--- config.mk ---
export PLATFORM = sky130hd
export DESIGN_NAME = operand_regfile
export DESIGN_NICKNAME = d
export VERILOG_FILES = /design/src/rtl/operand_regfile.sv
export SDC_FILE = /design/constraint.sdc
export NUM_CORES = 1
export LEC_CHECK = 0
export ABC_AREA = 1
export BUFFER_PORTS_ARGS = -buffer_cell sky130_fd_sc_hd__buf_2
export CORE_MARGIN = 3
export CORE_UTILIZATION = 60
export CTS_CLUSTER_SIZE = 40
export DETAILED_ROUTE_END_ITERATION = 7
export PLACE_DENSITY = 0.88
export SLEW_MARGIN = 20
export SYNTH_ARGS = -nofsm -noshare
export SYNTH_HDL_FRONTEND = slang
export SYNTH_SLANG_ARGS = --single-unit
--- constraint.sdc ---
create_clock -name clk -period 3.3 [get_ports clk]
set_clock_uncertainty 0.2 [all_clocks]
set_input_delay 0.66 -clock clk [delete_from_list [all_inputs] [get_ports clk]]
set_output_delay 0.66 -clock clk [all_outputs]
set_load 0.1 [all_outputs]
--- src/rtl/operand_regfile.sv ---
// Operand register file feeding a 16-bit ALU: 2**ADDR_WIDTH registers with
// R0 hard-wired to zero, registered operand capture with write bypass and
// hold, and a registered {N,Z,C,V} status word.
// Ports:
//   clk, rst (sync, active-high)
//   Rd_En, Rd_Addr1, Rd_Addr2, Hold -> ALU_Data_In1, ALU_Data_In2, Op_Valid
//   Wr_En, Wr_Addr, Wr_Data         -> register writeback
//   Flag_En, N, Z, C, V             -> Flags {N,Z,C,V}
module operand_regfile #(
  parameter int DATA_WIDTH = 16,
  parameter int ADDR_WIDTH = 3
) (
  input  logic                  clk,
  input  logic                  rst,
  input  logic                  Rd_En,
  input  logic [ADDR_WIDTH-1:0] Rd_Addr1,
  input  logic [ADDR_WIDTH-1:0] Rd_Addr2,
  input  logic                  Hold,
  output logic [DATA_WIDTH-1:0] ALU_Data_In1,
  output logic [DATA_WIDTH-1:0] ALU_Data_In2,
  output logic                  Op_Valid,
  input  logic                  Wr_En,
  input  logic [ADDR_WIDTH-1:0] Wr_Addr,
  input  logic [DATA_WIDTH-1:0] Wr_Data,
  input  logic                  Flag_En,
  input  logic                  N,
  input  logic                  Z,
  input  logic                  C,
  input  logic                  V,
  output logic [3:0]            Flags
);

  localparam int NREG = 2 ** ADDR_WIDTH;

  logic [DATA_WIDTH-1:0] regs [NREG];
  logic [DATA_WIDTH-1:0] rd1;
  logic [DATA_WIDTH-1:0] rd2;
  logic                  wr_ok;

  assign wr_ok = Wr_En && (Wr_Addr != '0);

  // Same-cycle writeback is forwarded so the operand sees the new value.
  always_comb begin
    rd1 = regs[Rd_Addr1];
    rd2 = regs[Rd_Addr2];
    if (wr_ok && (Wr_Addr == Rd_Addr1)) rd1 = Wr_Data;
    if (wr_ok && (Wr_Addr == Rd_Addr2)) rd2 = Wr_Data;
    if (Rd_Addr1 == '0) rd1 = '0;
    if (Rd_Addr2 == '0) rd2 = '0;
  end

  always_ff @(posedge clk) begin
    if (rst) begin
      for (int i = 0; i < NREG; i++) regs[i] <= '0;
      ALU_Data_In1 <= '0;
      ALU_Data_In2 <= '0;
      Op_Valid     <= 1'b0;
      Flags        <= 4'b0;
    end else begin
      if (wr_ok) regs[Wr_Addr] <= Wr_Data;
      // Hold freezes the operand stage; a read under hold is dropped.
      if (!Hold) begin
        if (Rd_En) begin
          ALU_Data_In1 <= rd1;
          ALU_Data_In2 <= rd2;
          Op_Valid     <= 1'b1;
        end else begin
          Op_Valid <= 1'b0;
        end
      end
      if (Flag_En) Flags <= {N, Z, C, V};
    end
  end

endmodule

==> impl_metrics.env <==
export IMPL_grt_overflow_total=0
export IMPL_worstPathArrival_ns=2.65
export IMPL_use_met1=0.450
export IMPL_setup_viol=0
export IMPL_rows=42
export IMPL_grt_pass1_wl_um=40500
export IMPL_first_pass_iters=8
export IMPL_drive_above_1_share=0.129
export IMPL_leakage_nw=3.95
export IMPL_path_class="in -> reg"
export IMPL_wl_um=26400
export IMPL_hold_buffers=0
export IMPL_grt_pass1_vias=7378
export IMPL_ir_drop_mv=0.407
export IMPL_max_freq_ghz=0.401
export IMPL_wl_per_cell_um=20.5
export IMPL_ys_flop_type="edfxtp_1"
export IMPL_crit_slowest_cell="nor2_2"
export IMPL_total_power_mw=5.27
export IMPL_yosysSeqAreaShare=0.542
export IMPL_max_stage_delay_ns=0.57
export IMPL_p_int_mw=3.68
export IMPL_dieArea_mm2=0.0155
export IMPL_cts_tree="done"
export IMPL_power_switching_mw=1.59
export IMPL_r2r_start="regs[7][14]"
export IMPL_coreArea_mm2=0.0135
export IMPL_holdWs_ns=0.252
export IMPL_min_period_ns=2.50
export IMPL_critPathCaptureType="flip-flop"
export IMPL_p_sw_frac=0.301
export IMPL_ys_seq_elements=165
export IMPL_synthArstFlopShare=0
export IMPL_die_w_um=125
export IMPL_cap_violations=0
export IMPL_grt_usage=0.332
export IMPL_rsz0062_at_grt="no"
export IMPL_synth_top_area_share=0.455
export IMPL_drv_slew=0
export IMPL_cp_start_kind="input port"
export IMPL_min_path_cells=3
export IMPL_place_ws_ns=0.410
export IMPL_vias=8130
export IMPL_synth_top_cell_by_area="edfxtp_1"
export IMPL_cts_htree_levels=4
export IMPL_start_util=0.626
export IMPL_fillers=1036
export IMPL_cts_resized=0
export IMPL_io_buffers=71
export IMPL_synth_area_mm2=0.00845
export IMPL_clk_pin_slew_ns=0.06
export IMPL_failed_checks="design-rule violations"
export IMPL_grt_max_degree=66
export IMPL_worst_slew_pin_slew_ns=0.781
export IMPL_syn_inst=1050
export IMPL_netlist_cell_type_count=24
export IMPL_cts_buffers=17
export IMPL_post_route_period_util=0.756
export IMPL_ys_warnings_count=0
export IMPL_status="finished, violations left"
export IMPL_grt_busiest_layer="met2"
export IMPL_use_met3=0.123
export IMPL_syn_to_final_growth_pct=12.5
export IMPL_cts_sinks=165
export IMPL_finalSetupTns_ns=0
export IMPL_synthTopCellsByCount="311 x nand2_1, 259 x nand3_1, 128 x edfxtp_1, 122 x nor2_1, 46 x clkbuf_1"
export IMPL_comb_power_share=0.160
export IMPL_regArea_mm2=0.00458
export IMPL_r2r_cells=6
export IMPL_finalNetCount=1135
export IMPL_pwr_share_seq=0.465
export IMPL_ant_nets=0
export IMPL_pwr_density_cell_mw_per_mm2=554
export IMPL_grt_use_met2=0.498
export IMPL_antennaDiodeCount=0
export IMPL_required_ns=3.45
export IMPL_r2r_slack_ns=1.85
export IMPL_remaining_drc_errors=1
export IMPL_clockRootBuffer="clkbuf_16"
export IMPL_multiInputGateArea_mm2=0.00349
export IMPL_synth_avg_cell_area_um2=8.05
export IMPL_synth_area_leaders="edfxtp_1 45%, nand3_1 15%, nand2_1 14%"
export IMPL_critPathMaxFanout=17
export IMPL_fin_ws_ns=0.804
export IMPL_cp_top_family="simple AND/OR/NAND/NOR gates"
export IMPL_post_cts_buffers=0
export IMPL_relSlewSlack=0.479
export IMPL_p_clk_frac=0.376
export IMPL_synth_enable_flop_cells=128
export IMPL_clk_latency_ns=0.43
export IMPL_critical_path_buf_inv_count=2
export IMPL_min_to="Flags[2]"
export IMPL_num_io_pins=72
export IMPL_finalHoldViolations=0
export IMPL_place_congestion=0.942
export IMPL_hpwlAfterDp_um=16800
export IMPL_die_h_um=125
export IMPL_antenna_found_initial=0
export IMPL_clockBufferDepth=2
export IMPL_drt_iter0_drc=1687
export IMPL_vias_per_cell=6.31
export IMPL_min_path_type="in -> reg"
export IMPL_timing_rr_end="ALU_Data_In2[14]"
export IMPL_yosysMostFrequentCell="nand2_1"
export IMPL_crit_chain="buf_2 > inv_2 > nand2_1 > nand2_1 > nor2_2 > nand3_2 > nand3_1 > nand3_1 > a21oi_1"
export IMPL_worstHoldStart="Z"
[area by class of cell]
cell class | instances | share of cell area
multi-input cells | 792 | 0.367
clock inverters | 14 | 0.0162
inverters | 32 | 0.0126
clock buffers | 17 | 0.0447
flip-flops and latches | 165 | 0.482
well taps | 176 | 0.0232
repair buffers | 92 | 0.0540
[kinds of logic (layout without fill, tap and decap cells)]
logic type,after synthesis,after routing,synth area share
compound gates,40,40,0.0253
xor+xnor,2,2,0.00296
buf+inv,108,155,0.0512
flops,165,165,0.542
simple gates,734,734,0.378
other cells,1,16,0.000444
[worst register-to-register path, delay by kind of cell, from the launching register on]
kind | cells | cell delay, ns
simple gates | 5 | 0.63
flops | 1 | 0.42
compound gates | 1 | 0.08
[sequential cells by signal, summed over array words and instances (netlist names)]
register	flops
Op_Valid	1
ALU_Data_In2	16
Flags	4
ALU_Data_In1	16
regs	128
[power by group through the flow]
stage | clock network (mW) | registers, mW | logic, mW
6_report | 1.98 | 2.45 | 0.841
5_1_grt | 2.06 | 2.46 | 0.891
4_1_cts | 1.98 | 2.45 | 0.815
3_3_place_gp | 0 | 2.48 | 0.799
3_5_place_dp | 0 | 2.49 | 0.811
2_1_floorplan | 0 | 2.65 | 0.414
[cell usage in the layout (no fill, tap or decap)]
cell	instances
a21oi_1	33
a21oi_4	1
a31oi_1	2
buf_2	71
buf_4	21
bufinv_16	2
clkbuf_16	17
clkinv_1	17
clkinv_2	3
clkinv_4	3
clkinvlp_4	2
conb_1	16
dfxtp_1	37
edfxtp_1	128
inv_1	7
inv_2	8
inv_6	3
inv_8	1
nand2_1	311
nand2_2	4
nand3_1	259
nand3_2	2
nand4_1	32
nor2_1	122
nor2_2	4
o21ai_0	4
xnor2_1	1
xnor2_2	1
[worst max-delay path by stage]
stage / endpoint / startpoint / cells after the start / slack, ns
floorplan: regs[7][0] / Wr_Addr[2] / 10 / 0.64
global placement: regs[5][2] / Wr_Addr[2] / 9 / 0.48
detailed placement: regs[5][4] / Wr_Addr[2] / 9 / 0.41
CTS: regs[5][2] / Wr_Addr[2] / 9 / 0.86
global route: ALU_Data_In1[12] / Rd_Addr1[1] / 9 / 0.64
finish: ALU_Data_In1[12] / Rd_Addr1[1] / 9 / 0.80
[layer usage]
metal / part of all wire / up-vias
met5: 0 / -
met4: 0.036 / 0
met3: 0.16 / 104
met2: 0.45 / 690
met1: 0.36 / 3684
li1: - / 3652
[metrics by stage]
stage,util,instance area (um^2),instances
finish,0.704,9510,1288
global route,0.704,9510,1288
CTS,0.704,9510,1288
detailed placement,0.661,8930,1257
global placement,0.661,8930,1257
floorplan,-,8510,1065
No activity file was read; power rests on OpenSTA's default activity.
